File: config.mk
export PLATFORM = sky130hd
export DESIGN_NAME = wave_capture
export DESIGN_NICKNAME = d
export VERILOG_FILES = /design/src/rtl/wave_capture_pkg.sv /design/src/rtl/wave_capture_if.sv /design/src/rtl/wave_capture_zero_cross.sv /design/src/rtl/wave_capture.sv
export SDC_FILE = /design/constraint.sdc
export NUM_CORES = 1
export LEC_CHECK = 0
export CORE_MARGIN = 2
export CORE_UTILIZATION = 35
export DETAILED_ROUTE_END_ITERATION = 10
export GPL_TIMING_DRIVEN = 0
export PLACE_DENSITY = 0.76
export RECOVER_POWER = 50
export SLEW_MARGIN = 20
export SYNTH_ARGS = -nofsm -noshare
export SYNTH_HDL_FRONTEND = slang
export SYNTH_SLANG_ARGS = --single-unit
File: constraint.sdc
create_clock -name clk -period 1.3 [get_ports clk]
set_input_delay 0.26 -clock clk [delete_from_list [all_inputs] [get_ports clk]]
set_output_delay 0.26 -clock clk [all_outputs]
set_load 0.03 [all_outputs]
File: src/rtl/wave_capture_pkg.sv
// Shared definitions for the waveform capture path and the display side.
package wave_pkg;

  typedef enum logic [1:0] {
    ARMED  = 2'd0,
    ACTIVE = 2'd1,
    WAIT   = 2'd2
  } cap_state_t;

  localparam int ADDR_W   = 9;
  localparam int OFFSET_W = 8;

endpackage

File: src/rtl/wave_capture_if.sv
// Audio sample stream plus the display idle flag, as seen by the capture stage.
interface wave_capture_if #(
  parameter int SAMPLE_W = 16
);
  logic                new_sample_ready;
  logic [SAMPLE_W-1:0] new_sample_in;
  logic                wave_display_idle;

  modport master (output new_sample_ready, output new_sample_in, output wave_display_idle);
  modport slave  (input  new_sample_ready, input  new_sample_in, input  wave_display_idle);
endinterface

File: src/rtl/wave_capture_zero_cross.sv
// Positive-going zero-crossing detector on the sample stream.
module zero_cross_detect #(
  parameter int SAMPLE_W = 16
) (
  input  logic           clk,
  input  logic           reset,
  wave_capture_if.slave  smp,
  output logic           pos_cross_o
);

  // Only the sign of the previous sample affects crossing detection.
  logic prev_neg_q;
  logic prev_neg_d;

  always_comb begin
    prev_neg_d = prev_neg_q;
    if (smp.new_sample_ready) begin
      prev_neg_d = smp.new_sample_in[SAMPLE_W-1];
    end
  end

  always_ff @(posedge clk or negedge reset) begin
    if (!reset) begin
      prev_neg_q <= 1'b0;
    end else begin
      prev_neg_q <= prev_neg_d;
    end
  end

  assign pos_cross_o = smp.new_sample_ready && prev_neg_q && !smp.new_sample_in[SAMPLE_W-1];

endmodule

File: src/rtl/wave_capture.sv
// Capture FSM: arms on a positive crossing, fills the hidden buffer, flips on vblank.
module wave_capture
  import wave_pkg::*;
#(
  parameter int SAMPLE_W    = 16,
  parameter int NUM_SAMPLES = 256
) (
  input  logic                clk,
  input  logic                reset,
  input  logic                new_sample_ready,
  input  logic [SAMPLE_W-1:0] new_sample_in,
  input  logic                wave_display_idle,
  output logic [ADDR_W-1:0]   write_address,
  output logic                write_enable,
  output logic [7:0]          write_sample,
  output logic                read_index
);

  localparam logic [OFFSET_W-1:0] LAST_OFFSET = OFFSET_W'(NUM_SAMPLES - 1);

  wave_capture_if #(.SAMPLE_W(SAMPLE_W)) smp ();

  assign smp.new_sample_ready  = new_sample_ready;
  assign smp.new_sample_in     = new_sample_in;
  assign smp.wave_display_idle = wave_display_idle;

  logic pos_cross;

  zero_cross_detect #(.SAMPLE_W(SAMPLE_W)) u_zc (
    .clk         (clk),
    .reset       (reset),
    .smp         (smp.slave),
    .pos_cross_o (pos_cross)
  );

  cap_state_t          state_q, state_d;
  logic [OFFSET_W-1:0] count_q, count_d;
  logic                read_index_q, read_index_d;
  logic                we_q, we_d;
  logic [ADDR_W-1:0]   addr_q, addr_d;
  logic [7:0]          data_q, data_d;
  logic [7:0]          sample_u8;

  // Offset-binary: flip the sign bit of the top byte.
  assign sample_u8 = {~smp.new_sample_in[SAMPLE_W-1], smp.new_sample_in[SAMPLE_W-2 -: 7]};

  logic unused_low_bits;
  assign unused_low_bits = ^smp.new_sample_in[SAMPLE_W-9:0];

  always_comb begin
    state_d      = state_q;
    count_d      = count_q;
    read_index_d = read_index_q;
    we_d         = 1'b0;
    addr_d       = addr_q;
    data_d       = data_q;

    unique case (state_q)
      ARMED: begin
        if (pos_cross) begin
          we_d    = 1'b1;
          addr_d  = {~read_index_q, {OFFSET_W{1'b0}}};
          data_d  = sample_u8;
          count_d = OFFSET_W'(1);
          state_d = ACTIVE;
        end
      end
      ACTIVE: begin
        if (smp.new_sample_ready) begin
          we_d    = 1'b1;
          addr_d  = {~read_index_q, count_q};
          data_d  = sample_u8;
          count_d = count_q + 1'b1;
          if (count_q == LAST_OFFSET) begin
            state_d = WAIT;
          end
        end
      end
      WAIT: begin
        if (smp.wave_display_idle) begin
          read_index_d = ~read_index_q;
          state_d      = ARMED;
        end
      end
      default: begin
        state_d = ARMED;
      end
    endcase
  end

  always_ff @(posedge clk or negedge reset) begin
    if (!reset) begin
      state_q      <= ARMED;
      count_q      <= '0;
      read_index_q <= 1'b0;
      we_q         <= 1'b0;
      addr_q       <= '0;
      data_q       <= '0;
    end else begin
      state_q      <= state_d;
      count_q      <= count_d;
      read_index_q <= read_index_d;
      we_q         <= we_d;
      addr_q       <= addr_d;
      data_q       <= data_d;
    end
  end

  assign write_enable  = we_q;
  assign write_address = addr_q;
  assign write_sample  = data_q;
  assign read_index    = read_index_q;

endmodule

==> reports/metrics.yaml <==
syn_nets: 130
antenna_cells: 0
ios: 39
crit_chain: "nand3b_1, or4_4, a21oi_2"
layout-drive-gt1-share_pct: 47.6
drc: 0
cts_root_buf: "clkbuf_8"
cp_top_family: "simple AND/OR/NAND/NOR gates"
grt_pass1_vias: 1217
setup_viol: 22
slew_headroom_pct: 51.7
multi_input_area_um2: 699
cp_slowest_stage_delay_ns: 0.54
synthCells: 109
final_cells: 216
die_h_um: 65.7
wire_per_inst_um: 16.5
htreeDepth: 2
antenna_left: 0
rows: 22
clockBufferDepth: 2
hold_buffers: 0
tns_ns: -0.894
max_freq_mhz: 713
grt_use_total_pct: 18.7
violations: "negative setup slack"
power_leakage_uw: 0.00102
synth-adder-area-share_pct: 0.938
holdWs_ns: 0.0210
slowest_stage: "or4_4"
path_clk_slew_ns: 0.06
cp.buffers_inverters: 0
status: "finished, violations left"
grt_pass1_wl_um: 5870
synth_area_mm2: 0.00133
power_uw: 4060
cts_sinks: 30
drt-pass1-iter-count: 4
ys_warn_count: 0
dp_cells: 187
register_area_um2: 756
cts_tree: "built"
synth_top_family_by_area: "simple AND/OR/NAND/NOR gates"
synth_edf_count: 0
worstPathMaxFanout: 7
slew_viol_final: 0
fillers: 269
yosys.area.top_type: "dfrtp_1"
fin_nets: 188
avgSynthCellArea_um2: 12.2
grt_max_degree: 31
core_region_area_mm2: 0.00366
hold_viol: 0
synthMuxAreaShare_pct: 11.3
antenna_found_initial: 0
synth-compound-area-share_pct: 10.5
ys_top_cells_by_area: "dfrtp_1 (56%), mux2_2 (6.8%), mux2i_1 (4.5%), a21o_1 (3.9%), and4_1 (3.9%)"
num_vias: 1127
cts-buffers-inserted: 5
initial_utilization_pct: 36.4
fin_crit_ns: 1.40
io_buffers: 30
synth.distinct_cells: 30
worst_ep_arrival_time_ns: 1.62
yosys_register_bits: 30
fin_skew_ns: 0.00434
synth_flop_cell: "dfrtp_1"
crit_required_ns: 1.52
gp_congestion: 0.876
synthSimpleGateAreaFrac_pct: 14.8
grt_overflow: 0
rsz0062_at_grt: "yes"
min_path_type: "in2async"
dp_hpwl_um: 2080
critPathLaunchType: "register"
place_worst_setup_slack_ns: -0.602
yosysSeqAreaShare_pct: 56.3
fin_crit_sh_pct: 108
yosysMostFrequentCell: "dfrtp_1"
synth_top_cell_area_share_pct: 56.3
crit_path_end_kind: "register"
clock_latency_ns: 0.29
synthArstFlopShare_pct: 100
die_w_um: 65.7
crit_type: "reg2reg"
viasPerCell: 5.22
routed_wl_um: 3570
dieArea_mm2: 0.00432
maxCapViolations: 0
synth_xor_xnor_area_share_pct: 1.97
fin_ws_ns: -0.103
synth_common_cells: "dfrtp_1 (30), inv_1 (8), mux2_2 (8)"
drtIter0Drc: 68
synthToLayoutAreaGrowth_pct: 61.1
ir_drop_v: 0.000648
worstMarginPinSlew_ns: 0.725
powerDensity_mw_per_mm2: 1890
-- registers in the layout, summed over array words and instances (netlist names) --
register and count:
read_index 1, state_q 2, write_address 9, write_enable 1, write_sample 8, count_q 8
u_zc.prev_neg_q 1
-- worst register-to-register path: stages, from the launching register on --
cell      delay [ns]
dfrtp_2         0.45
nand3b_1        0.22
or4_4           0.54
a21oi_2         0.13
-- metrics by stage --
stage	utilization [%]	cell area, um^2
3_5_place_dp	46.4	1700
3_3_place_gp	46.5	1700
2_1_floorplan	-	1340
6_report	58.7	2150
5_1_grt	58.7	2150
4_1_cts	57.5	2100
-- worst paths after layout --
check                                       start                to  slack (ns)  cells past startpoint
worst min-delay path                        reset        count_q[6]        0.02                      1
worst min register to register   write_address[2]  write_address[2]        0.48                      1
worst max-delay path                   state_q[1]        count_q[6]       -0.10                      3
min in group clk                new_sample_in[15]   write_sample[7]        0.41                      2
max in group asynchronous                   reset        state_q[1]        0.77                      1
worst max register to register         state_q[1]        count_q[6]       -0.10                      3
-- cell families (layout without fill, tap and decap cells) --
family / Yosys count / after routing
compound gates: 21 / 21
xor+xnor: 3 / 3
fa+ha+maj: 1 / 1
buf+inv: 13 / 72
flops: 30 / 30
mux: 14 / 14
simple gates: 27 / 27
-- repair_timing --
action                                  in CTS  in global routing
buffers inserted                            19                  1
gates resized for setup                     67                 39
gates cloned                                 2                  0
endpoints found under the setup margin      44                 44
endpoints found under the hold margin        0                  0
pin swaps                                   14                  6
-- report_power, final --
group | internal, uW | switching, uW | leakage (uW)
Sequential | 1200 | 220 | 0.000369
Clock | 534 | 345 | 0.0000575
Combinational | 827 | 929 | 0.000598
Total | 2560 | 1490 | 0.00102
-- routing by layer --
metal	vias up	track usage [%]	part of all wire [%]
met1	563	21.5	41
met4	0	10.9	3.2
met5	-	0	0
li1	511	-	-
met3	12	7.02	4.3
met2	41	29.5	52
-- cell type report --
type | instances | share of cell area, %
flip-flops and latches | 30 | 35.2
multi-input cells | 66 | 32.6
repair buffers | 52 | 20.3
clock buffers | 8 | 5.13
well taps | 48 | 2.80
plain buffers | 4 | 2.45
inverters | 8 | 1.63
-- cells in the final DEF, fill, tap and decap left out, drive strengths merged --
master,synthesis,final
nand4,1,1
and3,1,1
a21o,7,7
clkbuf,2,19
clkdlybuf4s15,0,8
or3,4,4
clkdlybuf4s50,0,8
a21oi,4,4
o21ai,4,4
nand4bb,1,1
dlygate4sd2,0,2
ha,1,1
nor2,3,3
a31o,1,1
mux2,8,8
or4,2,2
inv,8,8
a2111oi,1,1
mux2i,6,6
o31ai,3,3
nand4b,1,1
nand2b,2,2
dfrtp,30,30
nand3,2,2
xor2,3,3
and4,6,6
buf,3,27
nand3b,3,3
nand2,1,1
o21bai,1,1
Note: power is estimated with default switching activity, not from simulation.
==> patch 1, RTL diff (config.mk and constraints unchanged) <==
Reset style: synchronous (`reset`), changed in 2 clocked blocks.
--- a/src/rtl/wave_capture_zero_cross.sv
+++ b/src/rtl/wave_capture_zero_cross.sv
@@ -19,7 +19,7 @@
     end
   end
 
-  always_ff @(posedge clk or negedge reset) begin
+  always_ff @(posedge clk) begin
     if (!reset) begin
       prev_neg_q <= 1'b0;
     end else begin
--- a/src/rtl/wave_capture.sv
+++ b/src/rtl/wave_capture.sv
@@ -88,7 +88,7 @@
     endcase
   end
 
-  always_ff @(posedge clk or negedge reset) begin
+  always_ff @(posedge clk) begin
     if (!reset) begin
       state_q      <= ARMED;
       count_q      <= '0;
Function: differs if reset is asserted again (counterexample within 4 cycles, from zero or initial values and one cycle with reset low); with reset held inactive, the same outputs for 10 cycles.
==> patch 1 against the unedited design <==
  * Global-route usage is 3.8 points lower
  * Synthesized area is 1.7% lower
  * Utilization is 7.3 points lower
  * Sequential share of layout area is 2.9 points lower
  * Synthesized cell count is 28% higher
  * Non-clock buffer count is 9 lower
  * Sequential cell count stayed put
  * Largest cell class is now multi-input gates
  * Critical endpoint is now write_address[2]
  * Via count is 2.7% lower
  * Setup slack better by 0.14 ns
  * Design area is 13% lower
  * Highest routed layer unchanged
  * Routed wire length is 18% lower
Power is not compared: it rests on default switching activity, and its combinational part moved more than twofold at a synthesized area within 25%.
==> patch 1: results (changes against the unedited design) <==
GPL Wtd Cong 0.861 (-1.8%); Syn Area/Cell 9.37 um^2 (-23%); total number of vias 1097 (-2.7%); syn_nets 161 (+24%); initial DRC count 25 (-63%); Synth Area in Adders 0.954% (+0.016 points); Critical-path top delay cell dlygate4sd2_1; nets 207 (+10%); xor/xnor share of the synthesized area 2.67% (+0.70 points); actual slew at the worst max-slew pin 0.307 ns (-0.418 ns); clock network area share 4.89% (-0.24 points); fraction of area in multi-input gates 35.4% (+2.9 points); Worst EP arrival 1.00 ns (-0.62 ns); DR vias/cell 4.67 (-11%); worst hold slack 0.451 ns (+0.430 ns); reg2reg path depth 6 (+3); placed cell areas 1670 um^2 (-1.5%); mux contribution to synthesized area 1.53% (-9.7 points); Root Driver clkbuf_8; asr flop ratio synth 0% (-100 points); Cells after DPL 218 (+17%); HP Start write_address[2]$_SDFFE_PN0P_; nonclk buf count 47 (-16%); global-route usage over all layers 14.9% (-3.8 points); post-DP HPWL 1880 um (-9.4%); largest net degree at the start of global routing 11 (-65%); fillers 338 (+26%); Non-clock buffering overhead 24.0% (+1.3 points); synth unique cells 36 (+20%); Area Growth Syn to Fin 42.5%; number of I/O port buffers 30 (unchanged); multi-input gates 101 (+53%); outcome completed; reg2reg start state_q[1]$_SDFFE_PN0P_; Worst Setup SP write_address[2]$_SDFFE_PN0P_; global-route wire length before repair 4660 um (-21%); Setup WS pre-CTS -0.533 ns (+0.0683 ns); clkbuf count 7 (-1); Final Skew 0.00409 ns (-0.000252 ns); fraction of layout cells with a size suffix above 1 24.1% (-24 points); RR Endpoint count_q[1]$_SDFFE_PN0P_; sequential cell area 603 um^2 (-20%); compound-gate portion of the synthesized area 20.0% (+9.5 points); register area share after synthesis 45.8% (-10 points); cell family with most CP delay buffers and inverters; worst hold path type register to register
==> patch 1: changes by cell type in the layout (fill, tap and decap cells not counted), moves of 10 or more <==
cell	unedited run	this run
dfxtp_1	0	28
dfrtp_1	26	0
nand2_1	1	22
buf_4	18	7
a21boi_1	0	10
==> patch 1: routing by layer <==
metal | wire [um] | GRT usage [%] | vias up
li1 | - | - | 570
met1 | 1350 | 18.1 | 495
met4 | 65 | 10.4 | 0
met2 | 1340 | 21.2 | 28
met3 | 163 | 6.16 | 4
met5 | 0 | 0 | -
==> patch 1: tightest hold or removal path, delay by kind of cell (launching register included) <==
family	cells	cell delay [ns]
AOI/OAI and AO/OA	1	0.05
DFF	1	0.31
and+or+nand+nor	1	0.05
==> patch 1: cells by family (layout without fill, tap and decap cells) <==
family	after synthesis	in the layout
flops	30	30
compound gates	33	33
fa+ha+maj	1	1
simple gates	61	61
mux	2	2
buf+inv	9	56
xor+xnor	4	4
==> patch 2, RTL diff (same flow settings) <==
Made on the original files. `NUM_SAMPLES`: 256 -> 192.
--- a/src/rtl/wave_capture.sv
+++ b/src/rtl/wave_capture.sv
@@ -3,7 +3,7 @@
   import wave_pkg::*;
 #(
   parameter int SAMPLE_W    = 16,
-  parameter int NUM_SAMPLES = 256
+  parameter int NUM_SAMPLES = 192
 ) (
   input  logic                clk,
   input  logic                reset,
Behaviour: no difference found for any inputs over 10 cycles, from zero or initial values and one cycle with reset low; that may be too few to reach the edited logic, so the function may still have changed.
==> patch 2 against the unedited design <==
  * The flow still finishes with violations (negative setup slack)
  * Clock power down 24%
  * Routed wire length down 14%
  * Synthesized area about the same
  * Cell count up 0.46%
  * First-iteration DRC count down 34%
  * Total power down 21%
  * Utilization down 4.1 points
  * Non-clock buffer count down 6
  * Sequential cell count unchanged
  * Via count down 2.9%
  * Design area down 7.0%
  * Setup slack better by 0.012 ns
  * Critical path type unchanged
==> patch 2: results (changes against the unedited design) <==
outcome complete, but fails checks; failing checks negative setup slack; final setup vio count 10 (-55%); clkbuf count 7 (-1); M1 GR Usage 19.1% (-2.4 points); Final Skew 0.00324 ns (-0.00110 ns); initial DRC count 45 (-34%); register area share after synthesis 56.2% (about the same); Worst EP arrival 1.55 ns (-0.07 ns); sequential cell area 753 um^2 (-0.33%); fraction of layout cells with a size suffix above 1 30.8% (-17 points); placed cell areas 1710 um^2 (+0.59%); worst hold slack 0.0325 ns (+0.0115 ns); cells resized by post-CTS repair 35 (-48%); total number of vias 1094 (-2.9%); Leakage 0.897 nW (-12%); global-route wire length before repair 4920 um (-16%); global-route usage over all layers 15.5% (-3.3 points); nonclk buf count 50 (-11%); clock network area share 3.82% (-1.3 points); Setup WS pre-CTS -0.601 ns (+0.000319 ns); Wirelength per Cell 14.2 um (-14%); Critical-path top delay cell dfrtp_1; cell family with most CP delay flip-flops; final worst path period share 107% (-0.89 points); Signal inverters 13 (+5); commonest cells in the netlist dfrtp_1, o21ai_0, inv_1; met2 Use GR 22.9% (-6.7 points); seq_cells 30 (unchanged); RR Endpoint write_sample[6]$_DFFE_PN0P_; PnR worst setup slack -0.0914 ns (+0.0115 ns); Slew HR 51.7% (about the same)
==> patch 2: cell types whose count changed in the layout (fill, tap and decap cells not counted), sizes merged, moves of 5 or more <==
cell | unedited run | this run
o21ai | 4 | 13
inv | 8 | 13
a21o | 7 | 1
clkbuf | 19 | 12
nand4b | 1 | 8
buf | 27 | 19
clkdlybuf4s15 | 8 | 14
and4 | 6 | 0
==> patch 2: per-layer routing <==
metal	vias up	part of all wire (%)
met4	0	3.0
met3	8	4.6
met5	-	0
li1	519	-
met1	536	43
met2	31	49
==> patch 2: power groups by stage <==
| stage | Combinational [W] | Sequential [W] | Clock (W) |
|---|---|---|---|
| after floorplan | 0.000351 | 0.00157 | 0 |
| after global placement | 0.000985 | 0.00134 | 0 |
| after detailed placement | 0.00100 | 0.00135 | 0 |
| after CTS | 0.00105 | 0.00131 | 0.000689 |
| after global routing | 0.00130 | 0.00135 | 0.000739 |
| final | 0.00121 | 0.00132 | 0.000670 |
